<file path="src/rtl/lpif_rx_x2_strobe_align.sv">
// Two-channel LPIF receive aligner: measures strobe skew, delays the early channel,
// qualifies lock over coincident strobes and reassembles the 75-bit upstream word.
module lpif_rx_x2_strobe_align #(
    parameter int unsigned MAX_SKEW   = 3,
    parameter int unsigned LOCK_COUNT = 4
) (
    input  logic        clk_rd,
    input  logic        rst_rd_n,
    input  logic        rx_online,
    input  logic [39:0] rx_phy0,
    input  logic [39:0] rx_phy1,
    output logic [74:0] rx_upstream_data,
    output logic        rx_upstream_valid,
    output logic        rx_stb_userbit,
    output logic        rx_mrk_userbit,
    output logic        rx_aligned,
    output logic [3:0]  rx_skew,
    output logic [7:0]  rx_align_err_cnt
);

    typedef enum logic [1:0] {SEARCH, MEASURE, CHECK, LOCKED} state_t;

    state_t      state_q, state_d;
    logic [39:0] dl0_q [MAX_SKEW];
    logic [39:0] dl0_d [MAX_SKEW];
    logic [39:0] dl1_q [MAX_SKEW];
    logic [39:0] dl1_d [MAX_SKEW];
    logic [39:0] tap0 [MAX_SKEW+1];
    logic [39:0] tap1 [MAX_SKEW+1];
    logic [39:0] sel0, sel1, a0, a1;

    logic        early_q, early_d;   // applied: 1 = ch1 is early
    logic [2:0]  skew_q, skew_d;
    logic        meas_q, meas_d;     // channel seen first while measuring
    logic [2:0]  cnt_q, cnt_d;
    logic [3:0]  lock_q, lock_d;
    logic [7:0]  err_q, err_d;
    logic [74:0] data_q, data_d;
    logic        valid_q, valid_d;
    logic        aligned_q, aligned_d;
    logic        stb_q, stb_d;
    logic        mrk_q, mrk_d;

    logic        raw0, raw1, as0, as1, late_raw, early_raw;
    logic [3:0]  cnt_p1;
    logic [3:0]  lock_p1;
    logic        unused_bits;

    // Tap 0 is the live input; taps 1..MAX_SKEW are the registered history.
    always_comb begin
        tap0[0]  = rx_phy0;
        tap1[0]  = rx_phy1;
        dl0_d[0] = rx_phy0;
        dl1_d[0] = rx_phy1;
        for (int unsigned k = 1; k <= MAX_SKEW; k++) begin
            tap0[k] = dl0_q[k-1];
            tap1[k] = dl1_q[k-1];
        end
        for (int unsigned k = 1; k < MAX_SKEW; k++) begin
            dl0_d[k] = dl0_q[k-1];
            dl1_d[k] = dl1_q[k-1];
        end
    end

    always_comb begin
        sel0 = '0;
        sel1 = '0;
        for (int unsigned k = 0; k <= MAX_SKEW; k++) begin
            if (skew_q == 3'(k)) begin
                sel0 = tap0[k];
                sel1 = tap1[k];
            end
        end
        a0 = early_q ? tap0[0] : sel0;
        a1 = early_q ? sel1 : tap1[0];
        unused_bits = ^a1[39:38];
    end

    always_comb begin
        raw0      = rx_phy0[1];
        raw1      = rx_phy1[1];
        as0       = a0[1];
        as1       = a1[1];
        late_raw  = meas_q ? raw0 : raw1;
        early_raw = meas_q ? raw1 : raw0;
        cnt_p1    = {1'b0, cnt_q} + 4'd1;
        lock_p1   = lock_q + 4'd1;

        state_d = state_q;
        early_d = early_q;
        skew_d  = skew_q;
        meas_d  = meas_q;
        cnt_d   = cnt_q;
        lock_d  = lock_q;
        err_d   = err_q;

        if (!rx_online) begin
            state_d = SEARCH;
        end else begin
            case (state_q)
                SEARCH: begin
                    if (raw0 && raw1) begin
                        skew_d  = '0;
                        early_d = 1'b0;
                        lock_d  = '0;
                        state_d = CHECK;
                    end else if (raw0 ^ raw1) begin
                        meas_d  = raw1;
                        cnt_d   = '0;
                        state_d = MEASURE;
                    end
                end
                MEASURE: begin
                    if (cnt_p1 > 4'(MAX_SKEW)) begin
                        state_d = SEARCH;
                    end else if (late_raw) begin
                        skew_d  = cnt_p1[2:0];
                        early_d = meas_q;
                        lock_d  = '0;
                        state_d = CHECK;
                    end else if (early_raw) begin
                        state_d = SEARCH;
                    end else begin
                        cnt_d = cnt_p1[2:0];
                    end
                end
                CHECK: begin
                    if (as0 && as1) begin
                        lock_d = lock_p1;
                        if (lock_p1 == 4'(LOCK_COUNT)) state_d = LOCKED;
                    end else if (as0 ^ as1) begin
                        state_d = SEARCH;
                    end
                end
                LOCKED: begin
                    if (as0 ^ as1) begin
                        state_d = SEARCH;
                        if (err_q != 8'hFF) err_d = err_q + 8'd1;
                    end
                end
                default: state_d = SEARCH;
            endcase
        end

        // Valid only for words sampled while lock was already held and kept.
        valid_d   = (state_q == LOCKED) && (state_d == LOCKED);
        aligned_d = valid_d;
        data_d    = {a1[37:2], a1[0], a0[38:2], a0[0]};
        stb_d     = a0[1];
        mrk_d     = a0[39];
    end

    always_ff @(posedge clk_rd) begin
        if (!rst_rd_n) begin
            state_q   <= SEARCH;
            for (int unsigned k = 0; k < MAX_SKEW; k++) begin
                dl0_q[k] <= '0;
                dl1_q[k] <= '0;
            end
            early_q   <= 1'b0;
            skew_q    <= '0;
            meas_q    <= 1'b0;
            cnt_q     <= '0;
            lock_q    <= '0;
            err_q     <= '0;
            data_q    <= '0;
            valid_q   <= 1'b0;
            aligned_q <= 1'b0;
            stb_q     <= 1'b0;
            mrk_q     <= 1'b0;
        end else begin
            state_q   <= state_d;
            for (int unsigned k = 0; k < MAX_SKEW; k++) begin
                dl0_q[k] <= dl0_d[k];
                dl1_q[k] <= dl1_d[k];
            end
            early_q   <= early_d;
            skew_q    <= skew_d;
            meas_q    <= meas_d;
            cnt_q     <= cnt_d;
            lock_q    <= lock_d;
            err_q     <= err_d;
            data_q    <= data_d;
            valid_q   <= valid_d;
            aligned_q <= aligned_d;
            stb_q     <= stb_d;
            mrk_q     <= mrk_d;
        end
    end

    always_comb begin
        rx_upstream_data  = data_q;
        rx_upstream_valid = valid_q;
        rx_stb_userbit    = stb_q;
        rx_mrk_userbit    = mrk_q;
        rx_aligned        = aligned_q;
        rx_skew           = {early_q, skew_q};
        rx_align_err_cnt  = err_q;
    end

endmodule

</file>
<file path="config.mk">
export PLATFORM = sky130hd
export DESIGN_NAME = lpif_rx_x2_strobe_align
export DESIGN_NICKNAME = d
export VERILOG_FILES = /design/src/rtl/lpif_rx_x2_strobe_align.sv
export SDC_FILE = /design/constraint.sdc
export NUM_CORES = 1
export LEC_CHECK = 0
export BUFFER_PORTS_ARGS = -buffer_cell sky130_fd_sc_hd__buf_2
export CAP_MARGIN = 25
export CELL_PAD_IN_SITES_DETAIL_PLACEMENT = 0
export CELL_PAD_IN_SITES_GLOBAL_PLACEMENT = 1
export CORE_MARGIN = 2
export CORE_UTILIZATION = 45
export DETAILED_ROUTE_END_ITERATION = 6
export PLACE_DENSITY_LB_ADDON = 0.05
export SLEW_MARGIN = 20
export SYNTH_ARGS = -nofsm -noshare
export SYNTH_HDL_FRONTEND = slang
export SYNTH_SLANG_ARGS = --single-unit
</file>
<file path="constraint.sdc">
create_clock -name clk_rd -period 2.8 [get_ports clk_rd]
set_clock_uncertainty 0.05 [all_clocks]
set_input_delay 0.28 -clock clk_rd [delete_from_list [all_inputs] [get_ports clk_rd]]
set_output_delay 0.28 -clock clk_rd [all_outputs]
set_load 0.01 [all_outputs]
</file>
* Word-level counts from Yosys, hierarchy flattened
Memory sizes are Yosys's and may differ from the RTL's.
Cells that the tools add are included.
** Operators by class
- Reductions and logical operators :: 12
- Eq/ne operators :: 17
- Add/sub/neg operators :: 3
- Multiplexer cells :: 49
- Bitwise gates (word level) :: 9
- Order comparisons :: 1
** Operator list (number)
- $mux 40 :: 11
- $mux 38 :: 5
- $mux 3 :: 8
- $mux 2 :: 9
- $mux 4 :: 4
- $ne 2x2->1 const B :: 8
- $pmux 3 s2 :: 2
- $pmux 4 s3 :: 1
- $add 8x1->8 const B :: 1
- $ne 8x8->1 const B :: 1
- $pmux 2 s4 :: 1
- $reduce_and 4->1 :: 2
- $mux 1 :: 7
- $reduce_and 7->1 :: 1
- $eq 2x2->1 const B :: 3
- $eq 3x2->1 const B :: 2
- $or 1x1->1 :: 6
- $reduce_and 6->1 :: 1
- $reduce_and 5->1 :: 1
- $add 3x1->4 const B :: 1
- $add 4x1->4 const B :: 1
- $eq 4x3->1 const B :: 1
- $gt 4x2->1 const B :: 1
- $eq 3x1->1 const B :: 1
- 9 further kinds :: 12
** Storage, ports and cells
- Bits in registers :: 100
- Input port bits :: 83
- Word-level logic and storage cells :: 104
- Output and inout port bits :: 91
- Bits in writable memories :: 240
- Memories kept :: 2
** Memories
- dl0_q :: words 3, width 40, read ports 3, clocked after memory_dff 0, wr ports 3, RTL line 24 : logic [39:0] dl0_q [MAX_SKEW];
- dl1_q :: words 3, width 40, read ports 3, clocked after memory_dff 0, wr ports 3, RTL line 26 : logic [39:0] dl1_q [MAX_SKEW];

* Longest topological paths before layout
Gate-level depths: netlist (run 1).
- Word-level depth :: 13
- Depth in mapped cells :: 11

* Worst setup path after synthesis (run 1)
No wires, ideal clock.
- Path kind :: register to register
- Start :: reg skew_q[0]
- End :: reg err_q[7] (netlist: rx_align_err_cnt[7])
- Clock period less this slack :: 2358 ps
- Setup slack :: 442 ps
- Stages on the path, launching flop included :: 12
- Arrival time :: 2191 ps
- Cell sequence :: dfxtp_1 -> buf_4 -> buf_6 -> mux2i_1 -> a21oi_1 -> nor2_1 -> nor2_1 -> ha_1 -> nand4_4 -> nor4_1 -> nand3_1 -> o211a_1
** Between the ends
- Cells in the longest elaborated chain, start to end :: 8
- Elaborated cells on any way between the ends :: 16
** Ends and longest elaborated chain
- from (decl) :: RTL line 33 : logic [2:0] skew_q, skew_d;
- from (signal assigned) :: RTL line 178 : skew_q <= skew_d;
- $logic_not 3->1 :: RTL line 69 : if (skew_q == 3'(k)) begin
- $mux 40 / $mux 38 (equally long branches) (4 in series) :: RTL line 69
- $mux 40 / $mux 38 (equally long branches) :: RTL line 74, 75
- $xor 1x1->1 (*) :: RTL line 136 : if (as0 ^ as1) begin
- $reduce_and 4->1 (no line) (*)
- to (signal assigned) :: RTL line 182 : err_q <= err_d;
- to (decl) :: RTL line 37 : logic [7:0] err_q, err_d;
Mark *: on every way between the ends. The rest lies on a longest branch, timed or not.
A chain may end at the register's enable or synchronous reset.

* Worst setup path after layout (run 1)
- Start :: in rx_phy0[1]
- End :: reg err_q[7] (netlist: rx_align_err_cnt[7])
** Between the ends
- Cells in the longest elaborated chain, start to end :: 7
** Ends and longest elaborated chain
- from (decl) :: RTL line 10 : input logic [39:0] rx_phy0,
- $mux 40 (4 in series) :: RTL line 69
- $mux 40 (*) :: RTL line 74 : a0 = early_q ? tap0[0] : sel0;
- named net a0[1] :: RTL line 30 : logic [39:0] sel0, sel1, a0, a1;
- $xor 1x1->1 (*) :: RTL line 136
- $reduce_and 4->1 (no line) (*)
Mark *: on every way through the listed nets, which the timed path passes. The rest lies on a longest branch.

==> reports/results.ini, run 1 <==
[run_status]
status=finished clean

[routing]
drc_errors=0
ant_nets=0
drt_wl_total_um=26200
drt_iter0_drc=492
firstDrtPassIters=4
wire_per_inst_um=15.8
viasPerCell=5.03
routed-via-count=8344

[sta]
setup_viol=0
slew_headroom_pct=29.3
slew_violations=0
period_share_pct=90.4
setup_tns_ns=0
tightest_slew_ns=1.06
fmax_ghz=0.395
rsz0062_at_grt=no
min_period_ns=2.53
hold_viol=0

[clocking]
cts_setup_buffers=0
cts_max_path_buffers=3
postCtsHoldBufs=77
clk_pin_slew_ns=0.06
cts_sinks=334
tritoncts=done
clk_latency_ns=0.51
ctsRootBufferMaster=clkbuf_16
cts_buffers=37
ctsHtreeMaxLevel=2
cts_resized=0

[global_routing]
grt_pass1_vias=8174
grt_busiest_layer=met2
grt_pass1_wl_um=43400
use_met3_pct=3.90
track_usage_pct=18.7
grt-ovfl-total=0
grt_max_degree=176
gr-usage-met2_pct=29.4
antenna_found_initial=0
grtUsageMet1_pct=26.3

[logic_synthesis]
ys_warn_count=0
synth-seq-area-share_pct=54.7
synth_seq_cells=334
syn-cell-area_um2=12200
ys.flop_type=dfxtp_1
postSynthNetCount=1169
yosysMostFrequentCell=dfxtp_1
yosys-top-cells-area=dfxtp_1, mux4_2, and2_1
synth_common_cells=dfxtp_1, and2_1, nor2_1
yosysTopAreaCellShare_pct=54.7
yosysTopAreaCell=dfxtp_1
avgSynthCellArea_um2=11.3
ys_types=50
async_flop_share_pct=0
synth_edf_count=0
synthCells=1080

[cells_and_area]
antenna_cells=0
fill_cells=2319
drive_above_1_share_pct=25.1
nets=1382
syn2layout_area_growth_pct=24.4
fin_util_pct=56.8

[power_and_ir_drop]
vdd_drop_max_uv=476
p_per_area_nw_per_um2=686
power_leakage_nw=6.21

[worst_setup_path]
cp.required_ns=3.15
crit_fanout=6
crit_type=in2reg
startpoint_type=primary input
crit_arrival_ns=2.88
end_kind=register

[floorplan]
die_w_um=169
num_io_pins=174
core_area_um2=26800
num_rows=60
dieArea_um2=28500
dieHeight_um=169
initial_core_util_pct=45.6

[placed_design]
hpwl_um=14100
port_buffers=171
routabilityCongestion=0.725

[worst_hold_path]
hp-class=in2reg

[job]
cap_viol_max_count=0

-- cells in the final DEF (no fill, tap or decap), drive strengths merged, types with 7 or more instances in the layout --
master and n:
dlygate4sd3 77, mux4 76, nand3 13, a21oi 79
mux2i 12, and2 236, nand2 17, clkbuf 54
buf 182, nor2 88, o21ai 80, inv 7
dfxtp 334
-- final timing paths --
path | cells after the start | to | startpoint | slack (ns)
setup / recovery | 10 | rx_align_err_cnt[7] | rx_phy0[1] | 0.27
setup reg to reg | 8 | rx_align_err_cnt[7] | skew_q[0] | 0.30
hold reg to reg | 1 | dl1_q[0][51] | dl1_q[0][11] | 0.39
hold / removal | 2 | dl1_q[0][1] | rx_phy1[1] | 0.06
-- cell type report --
type | instances | area, um^2 | area share [%]
inverter | 6 | 22.5 | 0.148
sequential | 334 | 6700 | 44.0
multi-input combinational | 655 | 5100 | 33.6
clock inverter | 10 | 106 | 0.699
timing repair buffer | 259 | 1760 | 11.6
clock buffer | 54 | 1090 | 7.18
tap | 341 | 427 | 2.80
-- critical path, cell delays in order --
cell           delay, ns
dlygate4sd3_1       0.54
buf_2               0.15
nor2b_1             0.13
a311o_1             0.31
a32o_1              0.27
ha_1                0.39
nand4_4             0.14
nor4_1              0.41
nand3_1             0.12
o211a_1             0.13
-- metrics by stage --
step                cells  hold WS, ns  instance area (um^2)  worst slack [ns]  power (mW)
floorplan            1080        0.352                 12200             0.442        5.50
global placement     1517        0.377                 13200             0.290        5.71
detailed placement   1517        0.384                 13200             0.279        5.71
CTS                  1658       0.0369                 15200             0.263        10.6
global route         1659       0.0691                 15200             0.127        10.9
finish               1659       0.0580                 15200             0.270        10.4
-- kinds of logic after synthesis --
logic type,after synthesis,synth area share (%)
compound gates,177,8.16
fa+ha+maj,6,0.614
xor+xnor,4,0.287
flops,334,54.7
simple gates,379,17.6
buf+inv,91,3.56
mux,89,15.1
-- registers in the layout, summed over array words and instances, names as in the netlist --
signal,count
cnt_q,3
rx_mrk_userbit,1
rx_aligned,1
state_q,2
dl1_q,114
skew_q,3
rx_upstream_data,75
lock_q,4
rx_align_err_cnt,8
rx_stb_userbit,1
early_q,1
dl0_q,120
meas_q,1
-- per-layer routing --
layer	vias to the layer above	part of all wire (%)
met5	-	0
met4	0	1.6
li1	4126	-
met3	40	4.9
met1	4020	49
met2	158	45
-- power by group --
part           total [mW]  switching (mW)  internal [mW]
Sequential           5.03          0.0776           4.95
Clock                4.74            1.86           2.89
Combinational       0.666           0.296          0.370
Total                10.4            2.23           8.21
(Power assumes the default switching activity.)
==> run 2, diff against run 1 <==
--- a/config.mk
+++ b/config.mk
@@ -12,6 +12,7 @@
 export CORE_MARGIN = 2
 export CORE_UTILIZATION = 45
 export DETAILED_ROUTE_END_ITERATION = 6
+export GPL_TIMING_DRIVEN = 0
 export PLACE_DENSITY_LB_ADDON = 0.05
 export SLEW_MARGIN = 20
 export SYNTH_ARGS = -nofsm -noshare
==> run 2 against run 1 <==
Final area up 1.7%. Highest routed layer unchanged. Clock power down 2%. Combinational power up 7.8%.
==> reports/results.ini, run 2 (synthesized netlist as in run 1, its figures left out) <==
[worst_setup_path]
crit_family=compound AO/OA/AOI/OAI gates  ; was simple AND/OR/NAND/NOR gates
reg2reg_slack_ns=0.16  ; was 0.30 ns
crit_type=reg2reg  ; was in2reg
end_kind=register  ; unchanged
cpMaxStageDelayCell=ha_2  ; was dlygate4sd3_1
cp_num_buf_inv=2  ; unchanged
startpoint_type=register  ; was primary input
cp.required_ns=3.19  ; was 3.15 ns
crit_arrival_ns=3.03  ; was 2.88 ns
max_stage_delay_ns=0.40  ; was 0.54 ns
crit_chain=buf_6 -> clkinvlp_4 -> a311o_1 -> a32o_1 -> ha_2 -> nand4_4 -> nor2_1 -> and4bb_2 -> mux2i_1  ; was dlygate4sd3_1 -> buf_2 -> nor2b_1 -> a311o_1 -> a32o_1 -> ha_1 -> nand4_4 -> nor4_1 -> nand3_1 -> o211a_1
crit_fanout=10  ; was 6

[sta]
rsz0062_at_grt=no  ; unchanged
tightest_slew_ns=0.796  ; was 1.06 ns
fmax_ghz=0.379  ; was 0.395 GHz
slew_headroom_pct=47.0  ; was 29.3%
setup_tns_ns=0  ; unchanged
period_share_pct=94.3  ; was 90.4%
slew_violations=0  ; unchanged
min_period_ns=2.64  ; was 2.53 ns
hold_viol=0  ; unchanged
fin_ws_ns=0.159  ; was 0.270 ns
setup_viol=0  ; unchanged

[routing]
wire_per_inst_um=17.3  ; was 15.8 um
routed-via-count=8724  ; was 8,344
ant_nets=0  ; unchanged
viasPerCell=5.04  ; was 5.03
firstDrtPassIters=4  ; unchanged
wl_met3_um=1220  ; was 1290 um
met1_length_um=14100  ; was 12,800 um
dr_wl_met2_um=14000  ; was 11,700 um
drt_iter0_drc=367  ; was 492
dr.max_layer_used=met4  ; unchanged
drt_wl_total_um=29900  ; was 26,200 um
drc_errors=0  ; unchanged

[cells_and_area]
largest_reg_flops=120  ; unchanged
final_cell_mix=dfxtp_1, and2_1, buf_2  ; unchanged
nets=1455  ; was 1,382
syn2layout_area_growth_pct=26.5  ; was 24.4%
layout_commonest_cell=dfxtp_1  ; unchanged
fin_area_um2=15500  ; was 15,200 um^2
top_register=dl0_q  ; unchanged
drive_above_1_share_pct=24.4  ; was 25.1%
antenna_cells=0  ; unchanged

[floorplan]
dieHeight_um=169  ; unchanged
die_w_um=169  ; unchanged
dieArea_um2=28500  ; unchanged
initial_core_util_pct=45.6  ; unchanged
num_rows=60  ; unchanged
core_area_um2=26800  ; unchanged
num_io_pins=174  ; unchanged

[clocking]
cts_max_path_buffers=3  ; unchanged
ctsRootBufferMaster=clkbuf_16  ; unchanged
cts_buffers=37  ; unchanged
cts_sinks=334  ; unchanged
ctsHtreeMaxLevel=2  ; unchanged
clk_latency_ns=0.51  ; about the same
tritoncts=done  ; unchanged
clk_pin_slew_ns=0.06  ; about the same

[power_and_ir_drop]
total_power_mw=10.4  ; about the same
power_leakage_nw=6.31  ; was 6.21 nW
p_per_area_nw_per_um2=672  ; was 686 nW/um^2
vdd_drop_max_uv=456  ; was 476 uV

[placed_design]
post_dp_cell_area_um2=13500  ; was 13,200 um^2
hpwl_um=19600  ; was 14,100 um
routabilityCongestion=0.772  ; was 0.725
place_ws_ns=-0.404  ; was 0.279 ns
port_buffers=171  ; unchanged

[global_routing]
track_usage_pct=21.1  ; was 18.7%
antenna_found_initial=0  ; unchanged
grt_pass1_vias=8760  ; was 8,174
grt_max_degree=20  ; was 176
grt-ovfl-total=0  ; unchanged
grt_pass1_wl_um=47500  ; was 43,400 um

[run_status]
status=finished clean  ; unchanged

[job]
cap_viol_max_count=0  ; unchanged

[worst_hold_path]
hp-class=in2reg  ; unchanged

run 2: cell types whose count changed in the layout (fill, tap and decap cells not counted), moves of 3 or more:
cell / previous run / this run
buf_1: 0 / 6
buf_2: 170 / 175
buf_4: 8 / 4
buf_6: 1 / 12
clkbuf_1: 9 / 66
dfxtp_1: 331 / 334
dfxtp_4: 3 / 0
run 2: area by class of cell:
cell class                 count  area, um^2
clock inverter                 9        81.3
timing repair buffer         248        1620
inverter                       6        26.3
buffer                        84         423
sequential                   334        6690
clock buffer                  54        1090
tap                          341         427
fill                        2303       11300
multi-input combinational    655        5110
run 2: path summary, 6_finish.rpt:
| check | endpoint | cells past startpoint | start |
|---|---|---|---|
| hold reg to reg | dl1_q[0][99] | 1 | dl1_q[0][59] |
| setup reg to reg | rx_align_err_cnt[5] | 9 | early_q |
| hold / removal | dl0_q[0][1] | 2 | rx_phy0[1] |
| setup / recovery | rx_align_err_cnt[5] | 9 | early_q |
run 2: power by group:
group          internal, mW  switching, mW
sequential             4.96         0.0737
combinational         0.380          0.339
clock                  2.79           1.86
run 2: worst reg2reg max path: cells and delay by family, from the launching register on:
kind                       cells  cell delay (ns)
muxes                          1             0.17
adders and majority gates      1             0.40
buffers and inverters          2             0.33
and+or+nand+nor                3             0.61
DFF                            1             0.37
AOI/OAI and AO/OA              2             0.62
run 2: what timing repair did:
action | 4_1_cts | 5_1_grt
gates resized for setup | 3 | 6
endpoints found under the hold margin | 114 | 0
endpoints found under the setup margin | 14 | 9
hold buffers | 76 | 0
setup buffers | 1 | 0
run 2: metal layers:
metal  GRT usage (%)  vias to the layer above
li1                -                     4276
met4            5.73                        0
met5               0                        -
met2            35.4                      190
met1            28.8                     4211
met3            3.18                       47
run 2: stage by stage:
stage | instances | hold slack [ns] | utilization (%)
global placement | 1592 | 0.380 | 50.4
global route | 1731 | 0.0317 | 57.7
finish | 1731 | 0.0281 | 57.7
detailed placement | 1592 | 0.386 | 50.4
CTS | 1731 | 0.0256 | 57.7
floorplan | 1080 | 0.352 | -
==> run 3, diff against run 2 <==
--- a/config.mk
+++ b/config.mk
@@ -6,11 +6,10 @@
 export NUM_CORES = 1
 export LEC_CHECK = 0
 export BUFFER_PORTS_ARGS = -buffer_cell sky130_fd_sc_hd__buf_2
-export CAP_MARGIN = 25
 export CELL_PAD_IN_SITES_DETAIL_PLACEMENT = 0
 export CELL_PAD_IN_SITES_GLOBAL_PLACEMENT = 1
 export CORE_MARGIN = 2
-export CORE_UTILIZATION = 45
+export CORE_UTILIZATION = 40
 export DETAILED_ROUTE_END_ITERATION = 6
 export GPL_TIMING_DRIVEN = 0
 export PLACE_DENSITY_LB_ADDON = 0.05
==> run 3 against run 2 <==
Register-to-register slack barely moved. Sequential share of layout area fell by 0.66 points. Via count fell by 0.46%.
==> reports/results.ini, run 3 (synthesized netlist as in run 1, its figures left out) <==
[routing]
drt_iter0_drc=367  ; unchanged
routed-via-count=8684  ; was 8,724
drc_errors=0  ; unchanged
drt_wl_total_um=30700  ; was 29,900 um
firstDrtPassIters=6  ; was 4
ant_nets=0  ; unchanged
wire_per_inst_um=17.1  ; was 17.3 um
viasPerCell=4.86  ; was 5.04

[worst_setup_path]
ff2ff_path_depth=9  ; unchanged
crit_start=early_q  ; unchanged
cpMaxStageDelayCell=ha_2  ; unchanged
cp.depth=9  ; unchanged
cp.required_ns=3.15  ; was 3.19 ns
crit_chain=buf_6 -> clkinvlp_4 -> a311o_1 -> a32o_1 -> ha_2 -> nand4_4 -> nor4_4 -> nand3_1 -> o211a_1  ; was buf_6 -> clkinvlp_4 -> a311o_1 -> a32o_1 -> ha_2 -> nand4_4 -> nor2_1 -> and4bb_2 -> mux2i_1
end_kind=register  ; unchanged
startpoint_type=register  ; unchanged
crit_arrival_ns=2.98  ; was 3.03 ns
crit_type=reg2reg  ; unchanged
r2r-end=rx_align_err_cnt[7]  ; was rx_align_err_cnt[5]
crit_family=compound AO/OA/AOI/OAI gates  ; unchanged
cp_num_buf_inv=2  ; unchanged
crit_fanout=10  ; unchanged
r2r_start=early_q  ; unchanged
crit_end=rx_align_err_cnt[7]  ; was rx_align_err_cnt[5]
reg2reg_slack_ns=0.17  ; was 0.16 ns
max_stage_delay_ns=0.40  ; about the same

[global_routing]
grt-ovfl-total=0  ; unchanged
grt_max_degree=20  ; unchanged
antenna_found_initial=1  ; was 0
grt_pass1_vias=8682  ; was 8,760
track_usage_pct=19.4  ; was 21.1%
grt_pass1_wl_um=48200  ; was 47,500 um

[power_and_ir_drop]
vdd_drop_max_uv=451  ; was 456 uV
combPwrFrac_pct=6.5  ; was 6.9%
p_per_area_nw_per_um2=699  ; was 672 nW/um^2
p_switching_mw=2.33  ; was 2.27 mW
power_leakage_nw=6.40  ; was 6.31 nW
intPower_mw=8.65  ; was 8.12 mW
switching_share_pct=21.2  ; was 21.9%
seqPwrFrac_pct=45.8  ; was 48.4%
p_clk_share_pct=47.7  ; was 44.7%

[sta]
fin_ws_ns=0.167  ; was 0.159 ns
min_period_ns=2.63  ; was 2.64 ns
rsz0062_at_grt=no  ; unchanged
fmax_ghz=0.380  ; was 0.379 GHz
setup_tns_ns=0  ; unchanged
setup_viol=0  ; unchanged
period_share_pct=94.0  ; was 94.3%
hold_viol=0  ; unchanged
slew_headroom_pct=43.3  ; was 47.0%
tightest_slew_ns=0.850  ; was 0.796 ns
slew_violations=0  ; unchanged

[cells_and_area]
regArea_um2=6690  ; unchanged
final_cell_mix=dfxtp_1, and2_1, buf_2  ; unchanged
final_cells=1788  ; was 1,731
top_register=dl0_q  ; unchanged
multi_input_area_um2=5120  ; was 5110 um^2
largest_reg_flops=120  ; unchanged
nets=1456  ; was 1,455
drive_above_1_share_pct=24.7  ; was 24.4%
syn2layout_area_growth_pct=28.5  ; was 26.5%
fill_cells=2805  ; was 2,303
layout_commonest_cell=dfxtp_1  ; unchanged

[placed_design]
hpwl_um=20200  ; was 19,600 um
place_inst=1647  ; was 1,592
routabilityCongestion=0.734  ; was 0.772
place_ws_ns=-0.420  ; was -0.404 ns
port_buffers=171  ; unchanged

[floorplan]
core_area_um2=30300  ; was 26,800 um^2
num_io_pins=174  ; unchanged
die_w_um=179  ; was 169 um
dieHeight_um=179  ; was 169 um
num_rows=64  ; was 60
dieArea_um2=32000  ; was 28,500 um^2
initial_core_util_pct=40.3  ; was 45.6%

[clocking]
ctsRootBufferMaster=clkbuf_16  ; unchanged
clk_latency_ns=0.51  ; about the same
cts_sinks=334  ; unchanged
cts_max_path_buffers=3  ; unchanged
ctsHtreeMaxLevel=2  ; unchanged
clk_pin_slew_ns=0.06  ; about the same
cts_buffers=38  ; was 37
tritoncts=done  ; unchanged

[run_status]
status=finished clean  ; unchanged

[job]
cap_viol_max_count=0  ; unchanged

[worst_hold_path]
hold_start=rx_phy0[1]  ; unchanged
hp-class=in2reg  ; unchanged

[run 3: repair_timing]
action | 4_1_cts | 5_1_grt
buffers inserted | 1 | 0
hold buffers | 76 | 0
endpoints found under the hold margin | 114 | 0
resized for setup | 6 | 5
endpoints found under the setup margin | 14 | 4
[run 3: worst register-to-register path: stages, from the launching register on]
cell and delay [ns]:
dfxtp_1 0.38, buf_6 0.20, clkinvlp_4 0.14, a311o_1 0.32, a32o_1 0.30, ha_2 0.41
nand4_4 0.16, nor4_4 0.32, nand3_1 0.11, o211a_1 0.14
[run 3: layout make-up]
cell class / count / area share [%]
sequential: 334 / 42.6
multi-input combinational: 655 / 32.6
timing repair buffer: 248 / 10.3
clock buffer: 50 / 6.79
tap: 396 / 3.15
buffer: 84 / 2.71
clock inverter: 14 / 1.66
inverter: 6 / 0.167
antenna: 1 / 0.0159
[run 3: worst min path at each step]
stage                     depth (start not counted)       endpoint  slack, ns
after global placement                            1  dl0_q[0][116]       0.38
after floorplan                                   1    dl0_q[0][0]       0.35
after global routing                              2    dl1_q[0][1]       0.07
after CTS                                         2    dl0_q[0][1]       0.05
after detailed placement                          1   dl1_q[0][44]       0.39
final                                             2    dl0_q[0][1]       0.06
[run 3: routing by layer]
layer / wire length, um / global-route usage [%] / vias up
met5: 0 / 0 / -
met1: 14700 / 27.1 / 4193
li1: - / - / 4265
met2: 14100 / 31.4 / 184
met4: 529 / 4.54 / 0
met3: 1390 / 3.35 / 42
[run 3: power groups by stage]
stage	clock, mW	sequential [mW]	combinational [mW]
2_1_floorplan	0	5.14	0.358
5_1_grt	5.58	5.05	0.802
4_1_cts	5.38	5.03	0.732
3_5_place_dp	0	5.13	0.644
3_3_place_gp	0	5.13	0.642
6_report	5.24	5.03	0.718
[run 3: through the flow]
stage	area [um^2]	util, %	power [mW]	hold WS (ns)
final	15700	51.8	11.0	0.0620
after global placement	13600	44.7	5.77	0.381
after CTS	15700	51.7	11.1	0.0528
after detailed placement	13600	44.7	5.77	0.385
after floorplan	12200	-	5.50	0.352
after global routing	15700	51.8	11.4	0.0676
